<file path="config.mk">
export PLATFORM = sky130hd
export DESIGN_NAME = hdmi_channel_overlay
export DESIGN_NICKNAME = d
export VERILOG_FILES = /design/src/rtl/hdmi_channel_overlay.sv
export SDC_FILE = /design/constraint.sdc
export NUM_CORES = 1
export LEC_CHECK = 0
export BUFFER_PORTS_ARGS = -buffer_cell sky130_fd_sc_hd__buf_2
export CAP_MARGIN = 20
export CORE_UTILIZATION = 40
export DETAILED_ROUTE_END_ITERATION = 6
export PLACE_DENSITY = 0.73
export SYNTH_ARGS = -nofsm -noshare
export SYNTH_HDL_FRONTEND = slang
export SYNTH_SLANG_ARGS = --single-unit
export TNS_END_PERCENT = 1
</file>
<file path="constraint.sdc">
create_clock -name clk -period 3.5 [get_ports clk]
set_clock_uncertainty 0.05 [all_clocks]
set_input_delay 0.35 -clock clk [delete_from_list [all_inputs] [get_ports clk]]
set_output_delay 0.35 -clock clk [all_outputs]
set_load 0.02 [all_outputs]
</file>
<file path="src/rtl/hdmi_channel_overlay.sv">
// Per-pixel colour generator for the HDMI path: per-channel background plus a scaled
// decimal glyph of the active channel, highlighted for a few frames after each change.
module hdmi_channel_overlay #(
   parameter int unsigned NUM_CHANNELS = 4,
   parameter int unsigned CH_W         = 2,
   parameter int unsigned SCALE        = 2,
   parameter int unsigned ORIGIN_X     = 0,
   parameter int unsigned ORIGIN_Y     = 0,
   parameter int unsigned FLASH_FRAMES = 30
) (
   input  logic            clk,
   input  logic            rst,
   input  logic [11:0]     px_x,
   input  logic [11:0]     px_y,
   input  logic            data_en,
   input  logic [CH_W-1:0] channel_select,
   input  logic            show_overlay,
   output logic [7:0]      r,
   output logic [7:0]      g,
   output logic [7:0]      b,
   output logic            out_de
);

   localparam int unsigned COORD_W = 12;
   localparam int unsigned CNT_W   = 8;
   localparam int unsigned RGB_W   = 24;

   localparam logic [RGB_W-1:0] COL_BLACK = 24'h000000;
   localparam logic [RGB_W-1:0] COL_WHITE = 24'hFFFFFF;
   localparam logic [RGB_W-1:0] COL_GREY  = 24'h404040;
   localparam logic [RGB_W-1:0] COL_PAL0  = 24'hC86E3C;
   localparam logic [RGB_W-1:0] COL_PAL1  = 24'h78C864;
   localparam logic [RGB_W-1:0] COL_PAL2  = 24'h32B4C8;
   localparam logic [RGB_W-1:0] COL_PAL3  = 24'h646464;

   typedef enum logic {NORMAL, FLASH} state_t;

   state_t             state, state_nx;
   logic [CNT_W-1:0]   flash_cnt, flash_cnt_nx;
   logic [CH_W-1:0]    active_ch, active_ch_nx;

   logic               fs_c;
   logic [CH_W-1:0]    ch_eff_c;
   logic [COORD_W-1:0] dx_c, dy_c, gx_full_c, gy_full_c;
   logic               in_cell_c;

   logic [CH_W-1:0]    s1_ch;
   logic [2:0]         s1_gx;
   logic [3:0]         s1_gy;
   logic               s1_in_cell, s1_de, s1_show;
   state_t             s1_state;

   logic [31:0]        ch_ext_c;
   logic               valid_c;
   logic [7:0]         row_bits_c;
   logic               glyph_px_c;
   logic [RGB_W-1:0]   bg_c, col_c;

   // Digit bitmaps, rows 1..9 packed MSB-first; rows 0, 10, 11 are always blank.
   function automatic logic [7:0] glyph_row(input logic [3:0] digit, input logic [3:0] row);
      logic [71:0] bm;
      case (digit)
         4'd0:    bm = 72'h3C_66_66_6E_76_66_66_66_3C;
         4'd1:    bm = 72'h08_18_78_18_18_18_18_18_7E;
         4'd2:    bm = 72'h3C_66_06_06_0C_18_30_60_7E;
         4'd3:    bm = 72'h3C_66_06_06_1C_06_06_66_3C;
         4'd4:    bm = 72'h0C_1C_3C_6C_4C_7E_0C_0C_0C;
         4'd5:    bm = 72'h7E_60_60_7C_06_06_06_66_3C;
         4'd6:    bm = 72'h1C_30_60_60_7C_66_66_66_3C;
         4'd7:    bm = 72'h7E_06_06_0C_0C_18_18_18_18;
         4'd8:    bm = 72'h3C_66_66_66_3C_66_66_66_3C;
         4'd9:    bm = 72'h3C_66_66_66_3E_06_06_0C_38;
         default: bm = '0;
      endcase
      case (row)
         4'd1:    glyph_row = bm[71:64];
         4'd2:    glyph_row = bm[63:56];
         4'd3:    glyph_row = bm[55:48];
         4'd4:    glyph_row = bm[47:40];
         4'd5:    glyph_row = bm[39:32];
         4'd6:    glyph_row = bm[31:24];
         4'd7:    glyph_row = bm[23:16];
         4'd8:    glyph_row = bm[15:8];
         4'd9:    glyph_row = bm[7:0];
         default: glyph_row = 8'h00;
      endcase
   endfunction

   // Frame start detection, effective channel and glyph-cell geometry
   always_comb begin
      fs_c      = data_en && (px_x == '0) && (px_y == '0);
      ch_eff_c  = fs_c ? channel_select : active_ch;
      dx_c      = px_x - COORD_W'(ORIGIN_X);
      dy_c      = px_y - COORD_W'(ORIGIN_Y);
      gx_full_c = dx_c >> SCALE;
      gy_full_c = dy_c >> SCALE;
      in_cell_c = (px_x >= COORD_W'(ORIGIN_X)) && (px_y >= COORD_W'(ORIGIN_Y)) &&
                  (gx_full_c < 12'd8) && (gy_full_c < 12'd12);
   end

   // Highlight FSM and channel latch, both advanced only at frame start
   always_comb begin
      state_nx     = state;
      flash_cnt_nx = flash_cnt;
      active_ch_nx = active_ch;
      if (fs_c) begin
         active_ch_nx = channel_select;
         if (channel_select != active_ch) begin
            state_nx     = FLASH;
            flash_cnt_nx = CNT_W'(FLASH_FRAMES);
         end else begin
            case (state)
               FLASH: begin
                  if (flash_cnt == CNT_W'(1)) begin
                     state_nx     = NORMAL;
                     flash_cnt_nx = '0;
                  end else begin
                     flash_cnt_nx = flash_cnt - CNT_W'(1);
                  end
               end
               default: ;
            endcase
         end
      end
   end

   always_ff @(posedge clk or negedge rst) begin
      if (!rst) begin
         state     <= NORMAL;
         flash_cnt <= '0;
         active_ch <= '0;
      end else begin
         state     <= state_nx;
         flash_cnt <= flash_cnt_nx;
         active_ch <= active_ch_nx;
      end
   end

   // Stage 1: the pixel carries the pre-update highlight state with it
   always_ff @(posedge clk or negedge rst) begin
      if (!rst) begin
         s1_ch      <= '0;
         s1_gx      <= '0;
         s1_gy      <= '0;
         s1_in_cell <= 1'b0;
         s1_de      <= 1'b0;
         s1_show    <= 1'b0;
         s1_state   <= NORMAL;
      end else begin
         s1_ch      <= ch_eff_c;
         s1_gx      <= 3'(gx_full_c);
         s1_gy      <= 4'(gy_full_c);
         s1_in_cell <= in_cell_c;
         s1_de      <= data_en;
         s1_show    <= show_overlay;
         s1_state   <= state;
      end
   end

   // Stage 2 combinational: palette, ROM lookup and colour priority mux
   always_comb begin
      ch_ext_c   = 32'(s1_ch);
      valid_c    = ch_ext_c < 32'(NUM_CHANNELS);
      row_bits_c = glyph_row(4'(ch_ext_c), s1_gy);
      glyph_px_c = row_bits_c[3'd7 - s1_gx];
      case (ch_ext_c[1:0])
         2'd0:    bg_c = COL_PAL0;
         2'd1:    bg_c = COL_PAL1;
         2'd2:    bg_c = COL_PAL2;
         default: bg_c = COL_PAL3;
      endcase
      if (!valid_c) bg_c = COL_GREY;

      col_c = bg_c;
      if (!s1_de) begin
         col_c = COL_BLACK;
      end else if (s1_in_cell && s1_show && valid_c) begin
         if (s1_state == NORMAL) col_c = glyph_px_c ? COL_WHITE : bg_c;
         else                    col_c = glyph_px_c ? COL_BLACK : COL_WHITE;
      end
   end

   always_ff @(posedge clk or negedge rst) begin
      if (!rst) begin
         r      <= '0;
         g      <= '0;
         b      <= '0;
         out_de <= 1'b0;
      end else begin
         r      <= col_c[23:16];
         g      <= col_c[15:8];
         b      <= col_c[7:0];
         out_de <= s1_de;
      end
   end

endmodule

</file>
# Word-level counts from Yosys, hierarchy flattened

Index checks and enable logic that the tools add are counted.

Flip-flop bits (word level): 47
Input port bits: 30
Output and inout port bits: 25
Logic and storage cells: 61

$add $sub $neg: 2
Order comparisons: 5
Eq/ne operators: 14
Muxes and demuxes: 16
Reduce and logical (&&, ||, !) cells: 11

Operator list:

| cell                                                               | count |
|---|---|
| case mux 72 bit (4 select lines)                                   | 1 |
| two-way mux 24 bit                                                 | 5 |
| case mux 24 bit (3 select lines)                                   | 1 |
| case mux 8 bit (9 select lines)                                    | 1 |
| greater-or-equal comparator 12 x 1 -> 1 bit, second input constant | 2 |
| zero test 12 bit                                                   | 2 |
| two-way mux 8 bit                                                  | 3 |
| < comparator 10 x 4 -> 1 bit, second input constant                | 2 |
| == test 4 x 3 -> 1 bit, second input constant                      | 4 |
| == test 4 x 2 -> 1 bit, second input constant                      | 2 |
| == test 4 bit, second input constant                               | 2 |
| == test 8 x 1 -> 1 bit, second input constant                      | 1 |
| subtractor 8 x 1 -> 8 bit, second input constant                   | 1 |
| logical AND 1 bit                                                  | 6 |
| == test 2 bit, second input constant                               | 2 |
| == test 4 x 1 -> 1 bit, second input constant                      | 1 |
| < comparator 3 x 4 -> 1 bit, second input constant                 | 1 |
| two-way mux 1 bit                                                  | 4 |
| binary-select mux 1 bit (select 3 bit)                             | 1 |
| subtractor 3 bit, first input constant                             | 1 |
| == test 2 x 1 -> 1 bit, second input constant                      | 1 |
| zero test 2 bit                                                    | 1 |
| inequality test 2 bit                                              | 1 |
| AND reduction 2 bit                                                | 1 |
| nonzero test 2 bit                                                 | 1 |

# Depth between registers and ports, before layout

Gate-level depths: netlist of run 1.

Word-level depth: 9
Gate-level depth with buffers: 10
Gate-level depth less buffers: 10

# Least setup slack after synthesis of run 1

Ideal clock, no wire load.

Path kind: register -> register
Start: reg s1_ch[1]
End: reg b[3]
Setup time: 0.064 ns
Arrival time: 2.376 ns
Data required time: 3.386 ns
Slack: 1.010 ns
Cell stages (with the launch flop): 11
Path buffers: 0
Clock period less this slack: 2.490 ns
Cell sequence: dfrtp_1 > inv_1 > ha_1 > nor2b_1 > a2111o_1 > a311oi_1 > a311o_2 > o31ai_2 > or3_4 > a21oi_4 > a21o_1

Longest elaborated chain between the ends: 9
Elaborated cells on any way between the ends: 14

Ends and longest elaborated chain:

| element                                      | line     | source |
|---|---|---|
| start: declaration                           | 47       | `logic [CH_W-1:0] s1_ch;` |
| start signal: assignment                     | 150      | `s1_ch <= ch_eff_c;` |
| == test 2 bit, or another cell as far along  | 62       | `case (digit)` |
| case mux 72 bit (4 select lines)             | 62       |  |
| case mux 8 bit (9 select lines)              | 75       | `case (row)` |
| binary-select mux 1 bit (select 3 bit)       | 165      | `glyph_px_c = row_bits_c[3'd7 - s1_gx];` |
| two-way mux 1 bit (implied by the code)      | 165      |  |
| two-way mux 24 bit, on equally long branches | 178, 179 |  |
| two-way mux 24 bit                           | 178      | `if (s1_state == NORMAL) col_c = glyph_px_c ? COL_WHITE : bg_c;` |
| two-way mux 24 bit (*)                       | 177      | `end else if (s1_in_cell && s1_show && valid_c) begin` |
| two-way mux 24 bit (*)                       | 175      | `if (!s1_de) begin` |
| named net col_c[3]                           | 57       | `logic [RGB_W-1:0] bg_c, col_c;` |
| end signal: assignment                       | 192      | `b <= col_c[7:0];` |
| end: declaration                             | 20       | `output logic [7:0] b,` |

The timed path passes the listed nets; every way through them passes the cells marked *. The select of a mux whose other input is x is not followed.
A chain may end at the register's enable or synchronous reset.

# Worst setup path in the final report of run 1

Start: reg s1_ch[1]
End: reg g[5]

Longest elaborated chain between the ends: 9
Elaborated cells on any way between the ends: 14

Ends and longest elaborated chain:

| element                                      | line     | source |
|---|---|---|
| == test 2 bit, or another cell as far along  | 62       |  |
| case mux 72 bit (4 select lines)             | 62       |  |
| case mux 8 bit (9 select lines)              | 75       |  |
| binary-select mux 1 bit (select 3 bit)       | 165      |  |
| two-way mux 1 bit (implied by the code)      | 165      |  |
| two-way mux 24 bit, on equally long branches | 178, 179 |  |
| two-way mux 24 bit                           | 178      |  |
| two-way mux 24 bit (*)                       | 177      |  |
| two-way mux 24 bit (*)                       | 175      |  |
| end signal: assignment                       | 191      | `g <= col_c[15:8];` |
| end: declaration                             | 19       | `output logic [7:0] g,` |

Every way passes the cells marked *; elsewhere a longest branch is shown, timed or not. The select of a mux whose other input is x is not followed.

==> results of run 1 <==
[state kept, by name (all words and copies together) (netlist names)]
register / count
s1_de: 1
b: 5
out_de: 1
s1_in_cell: 1
g: 3
s1_state: 1
s1_gx: 3
s1_gy: 4
r: 2
flash_cnt: 8
s1_show: 1
state: 1
s1_ch: 2
[layout make-up]
class                      instances  area share
sequential                        33       0.363
inverter                          16      0.0264
clock inverter                     1     0.00330
clock buffer                       6      0.0363
multi-input combinational        137       0.416
timing repair buffer              54       0.119
tap                               67      0.0368
[layer usage]
layer | GRT usage | vias up | wire length, microns
met3 | 0.0333 | 4 | 241
met4 | 0.0436 | 0 | 31
met2 | 0.255 | 79 | 1830
met1 | 0.237 | 788 | 1870
met5 | 0 | - | 0
li1 | - | 822 | -
[power groups by stage]
stage | registers (mW) | clock network [mW] | logic [mW]
6_report | 0.402 | 0.293 | 0.0825
5_1_grt | 0.403 | 0.319 | 0.0918
4_1_cts | 0.401 | 0.299 | 0.0830
3_5_place_dp | 0.409 | 0 | 0.0827
3_3_place_gp | 0.409 | 0 | 0.0813
2_1_floorplan | 0.406 | 0 | 0.0528
[stage by stage]
stage	util	cells	worst slack, ns	area (sq um)
finish	0.482	314	0.680	2280
global route	0.482	314	0.499	2280
CTS	0.482	314	0.720	2280
detailed placement	0.463	307	0.754	2190
global placement	0.463	307	0.848	2190
floorplan	-	206	1.01	1970
[kinds of logic (layout without fill, tap and decap cells)]
group	Yosys count	after routing	share of synthesized area
mux	1	1	0.00508
simple gates	68	68	0.186
xor+xnor	2	2	0.00890
compound gates	57	57	0.223
buf+inv	36	77	0.100
fa+ha+maj	9	9	0.0572
flops	33	33	0.419
[worst max-delay path by stage]
stage               depth (start not counted)  endpoint  startpoint  slack [ns]
CTS                                        10      g[5]    s1_ch[1]        0.72
detailed placement                         10      g[5]    s1_ch[1]        0.75
global placement                           10      r[4]    s1_ch[1]        0.85
finish                                     10      g[5]    s1_ch[1]        0.68
global route                               10      b[3]    s1_ch[1]        0.50
floorplan                                  10      b[3]    s1_ch[1]        1.01
[Yosys cell counts, types with 2 or more instances]
| master | n | area [sq um] |
|---|---|---|
| buf_2 | 2 | 10.0 |
| nor2_1 | 16 | 60.1 |
| nor4b_1 | 2 | 17.5 |
| a21o_1 | 9 | 67.6 |
| a21oi_1 | 6 | 30.0 |
| nand4_1 | 2 | 12.5 |
| nand3b_1 | 2 | 15.0 |
| or4_1 | 3 | 22.5 |
| nor4_1 | 6 | 37.5 |
| nor3b_1 | 2 | 15.0 |
| a22o_1 | 2 | 17.5 |
| nor3_1 | 4 | 20.0 |
| o211ai_1 | 2 | 15.0 |
| buf_4 | 16 | 120 |
| o32ai_1 | 2 | 17.5 |
| xor2_1 | 2 | 17.5 |
| nand3_1 | 6 | 30.0 |
| ha_1 | 9 | 113 |
| dfrtp_1 | 33 | 826 |
| o21ai_0 | 13 | 65.1 |
| o31ai_1 | 2 | 15.0 |
| nand2_1 | 14 | 52.6 |
| inv_1 | 15 | 56.3 |
| nand2b_1 | 4 | 25.0 |
| o22ai_1 | 3 | 18.8 |
| clkbuf_1 | 2 | 7.51 |
[worst reg2reg max path, cell delays in order, from the launching register on]
cell and delay [ns]:
dfrtp_1 0.44, inv_1 0.13, ha_1 0.30, nor2b_1 0.17
a2111o_1 0.36, a311oi_1 0.30, a311o_2 0.17, o31ai_2 0.07
or3_4 0.35, a21oi_4 0.29, a21o_1 0.13
==> flow_summary.yaml, run 1 <==
floorplanning:
  core_sq_mm: 0.00472
  die-area_sq_mm: 0.00521
  die_w_microns: 72.2
  initial_core_util: 0.417
  die_h_microns: 72.2
  rows: 25
  io_pins: 55
finish:
  fin_nets: 286
  final_common_cell: "buf_2"
  area_delta_synth_final_pct: 15.6
  final-seq-area_sq_um: 826
  layout_common_cells: "buf_2, dfrtp_1, nor2_1, inv_1, nand2_1"
  multi_input_area_sq_um: 946
  layout-drive-gt1-share: 0.275
  diodes: 0
  n_fill_cell: 434
critical_path:
  worst-path-buf-inv: 1
  rr_endpoint: "g[5]"
  r2r_setup_slack_ns: 0.68
  crit_family: "compound AO/OA/AOI/OAI gates"
  cp_cell_sequence: "inv_1, ha_1, nor2b_1, a2111o_1, a311oi_1, a311o_2, o31ai_2, or3_4, a21oi_4, a21o_1"
  worst_ep_required_time_ns: 3.66
  crit_fanout: 10
  crit_path_max_incr_delay_ns: 0.44
  cp.arrival_ns: 2.98
  end_kind: "register"
  reg2reg_from: "s1_ch[1]"
  crit_slowest_cell: "dfrtp_1"
  ff2ff_path_depth: 10
  start_kind: "register"
  critical_path_class: "register to register"
clock_tree:
  cts_resized: 0
  cts_sinks: 33
  htreeDepth: 2
  clock-root-buffer: "clkbuf_8"
  cts_buffer_depth: 2
  post_cts_buffers: 0
  cts_tree: "yes"
  cts_made_buffers: 5
  clkTransAtPathRegs_ns: 0.07
  ctsHoldBuffers: 0
  clk_latency_ns: 0.28
sta:
  drv_slew: 0
  post-route-period-util: 0.806
  worst_slew_pin_slew_ns: 0.706
  setup_viol: 0
  max_slew_margin: 0.529
  whs_ns: 0.0674
  tns_ns: 0
  fmax_mhz: 355
  min_period_ns: 2.82
  hold_viol: 0
  rsz0062_at_grt: "no"
synth:
  ys_warn_count: 0
  syn-instance-count: 206
  ys_types: 53
  seq_area_frac_synth: 0.419
  ys.flop_type: "dfrtp_1"
  synth.avg_cell_area_sq_um: 9.56
  synth_fp_nets: 245
  synth_edf_count: 0
  synthArstFlopShare: 1.00
  ys_ff_latch: 33
  syn-cell-area_sq_mm: 0.00197
pwr:
  p_sw_uw: 196
  vdd_ir_drop_max_mv: 0.221
  clkPwrFrac: 0.377
  pwr-share-seq: 0.517
  power_leakage_nw: 1.08
  report.power.total_uw: 777
  sw_frac_of_total: 0.252
  power.density_mw_per_mm2: 342
  internal_power_uw: 581
  p_comb_frac: 0.106
detailed_routing:
  routedWlPerCell_microns: 12.7
  wirelength_mm: 3.98
  drt_iter0_markers: 74
  drtPass1Iterations: 4
  vias: 1693
  vias_per_cell: 5.39
  antenna_left: 0
  drcViolationCount: 0
min_path:
  hold_class: "input pin to asynchronous set/reset pin"
grt:
  antenna_found_initial: 0
  grt_overflow: 0
  grt_max_degree: 34
  track_usage: 0.165
  grt_pass1_vias: 1491
  grt_pass1_wl_mm: 6.80
place:
  place_congestion: 0.897
  portBuffers: 54
  dp_hpwl_mm: 2.94
run:
  cap_viol_max_count: 0
outcome:
  run_status: "complete, no violations"
No activity file was read; power rests on OpenSTA's default activity.
==> run 2, diff against run 1 <==
clock period = 2.85 ns   (was 3.5 ns; I/O delays follow)
==> run 2 against run 1 <==
  * The flow now finishes with violations (hold timing)
  * First-iteration DRC count decreased by 6.8%
  * Routed wire length increased by 12%
  * Final cell count is 2.2% higher
  * Largest power group unchanged
  * Worst hold slack got worse by 0.074 ns
  * Core utilization rose by 1.6 points
  * Die area unchanged
==> flow_summary.yaml, run 2 (synthesized netlist as in run 1, its figures left out) <==
grt:
  track_usage: 0.169
  grt_pass1_vias: 1526
  antenna_found_initial: 0
  grt_max_degree: 34
  grt_pass1_wl_mm: 6.87
  grt_overflow: 0
floorplanning:
  die_h_microns: 72.2
  initial_core_util: 0.417
  rows: 25
  io_pins: 55
  die-area_sq_mm: 0.00521
  die_w_microns: 72.2
  core_sq_mm: 0.00472
min_path:
  hold_class: "input pin to asynchronous set/reset pin"
clock_tree:
  htreeDepth: 2
  cts_buffer_depth: 2
  clkTransAtPathRegs_ns: 0.07
  clk_latency_ns: 0.29
  clock-root-buffer: "clkbuf_8"
  cts_tree: "yes"
  cts_sinks: 33
  cts_made_buffers: 5
critical_path:
  crit_slowest_cell: "or4_1"
  critical_path_class: "register to register"
  worst_ep_required_time_ns: 3.03
  cp_cell_sequence: "inv_1, ha_1, nor3_1, a2111oi_0, or4_1, o211ai_1, buf_4, o21ai_2, a21oi_4, a21o_1"
  worst-path-buf-inv: 2
  crit_fanout: 5
  crit_path_max_incr_delay_ns: 0.50
  crit_family: "compound AO/OA/AOI/OAI gates"
  start_kind: "register"
  cp.arrival_ns: 2.84
  end_kind: "register"
detailed_routing:
  drt_iter0_markers: 69
  wirelength_mm: 4.46
  drtPass1Iterations: 4
  vias_per_cell: 5.49
  vias: 1761
  drcViolationCount: 0
  antenna_left: 0
  routedWlPerCell_microns: 13.9
sta:
  drv_slew: 0
  min_period_ns: 2.66
  hold_viol: 13
  max_slew_margin: 0.530
  worst_slew_pin_slew_ns: 0.704
  setup_viol: 0
  post-route-period-util: 0.933
  whs_ns: -0.00678
  tns_ns: 0
  fmax_mhz: 376
run:
  cap_viol_max_count: 0
outcome:
  violations: "hold timing"
  run_status: "finished with violations"
finish:
  layout_common_cells: "buf_2, dfrtp_1, inv_1, nor2_1, nand2_1"
  diodes: 0
  fin_nets: 292
  area_delta_synth_final_pct: 19.4
  largest_register_ffs: 8
  instances_no_fill: 321
  reg_top3: "flash_cnt x8, b x5, s1_gy x4"
  top_register: "flash_cnt"
  final_common_cell: "buf_2"
  layout-drive-gt1-share: 0.319
place:
  place_congestion: 0.915
  portBuffers: 54
  dp_hpwl_mm: 3.02
  dp.cells: 310
pwr:
  vdd_ir_drop_max_mv: 0.197
  power_leakage_nw: 1.10
  power.density_mw_per_mm2: 401
  report.power.total_uw: 944
==> run 2: changes by cell type in the layout (fill, tap and decap cells not counted), moves of 2 or more <==
cell,delta
buf_4,+4
clkinv_2,+2
dfrtp_1,-2
dfrtp_2,+2
ha_1,-2
ha_2,+2
==> run 2: repair_timing <==
action / 4_1_cts / 5_1_grt
endpoints found under the setup margin: 0 / 10
hold endpoints to repair: 0 / 0
hold buffers: 0 / 0
resized for setup: 0 / 9
setup buffers: 0 / 1
==> run 2: per-layer routing <==
layer | vias to the layer above | GRT usage | share of wire
met5 | - | 0 | 0
met4 | 0 | 0.0588 | 0.013
met3 | 4 | 0.0431 | 0.075
met2 | 84 | 0.268 | 0.46
met1 | 842 | 0.226 | 0.45
li1 | 831 | - | -
==> run 2: final timing paths <==
| check | start | to | slack (ns) | cells past startpoint |
|---|---|---|---|---|
| worst max-delay path | s1_ch[1] | b[4] | 0.19 | 10 |
| worst min-delay path | rst | b[1] | -0.007 | 1 |
| worst max register to register | s1_ch[1] | b[4] | 0.19 | 10 |
| worst min register to register | s1_de | out_de | 0.37 | 0 |
| max in group asynchronous | rst | s1_ch[0] | 2.26 | 1 |
| min in group clk | show_overlay | s1_show | 0.05 | 1 |
==> run 2: area by class of cell <==
cell class	instances	area, sq um
clock buffers	6	72.6
clock inverters	2	10.0
inverters	16	60.1
multi-input cells	139	997
fillers	458	2370
repair buffers	58	300
well taps	67	83.8
flip-flops and latches	33	828
==> run 2: where the power goes <==
part           internal [mW]  total (mW)  leakage (nW)  switching (mW)
clock network          0.169       0.338        0.0450           0.169
registers              0.478       0.493         0.407          0.0148
logic                 0.0498       0.113         0.648          0.0636
total                  0.697       0.944          1.10           0.247
==> run 2: metrics by stage <==
stage / area [sq um] / hold WS [ns] / setup WS [ns] / util
2_1_floorplan: 1970 / -0.0606 / 0.360 / -
3_3_place_gp: 2210 / 0.325 / 0.209 / 0.468
3_5_place_dp: 2210 / 0.331 / 0.129 / 0.468
4_1_cts: 2290 / 0.0227 / 0.101 / 0.485
5_1_grt: 2350 / 0.0474 / -0.00107 / 0.498
6_report: 2350 / -0.00678 / 0.190 / 0.498
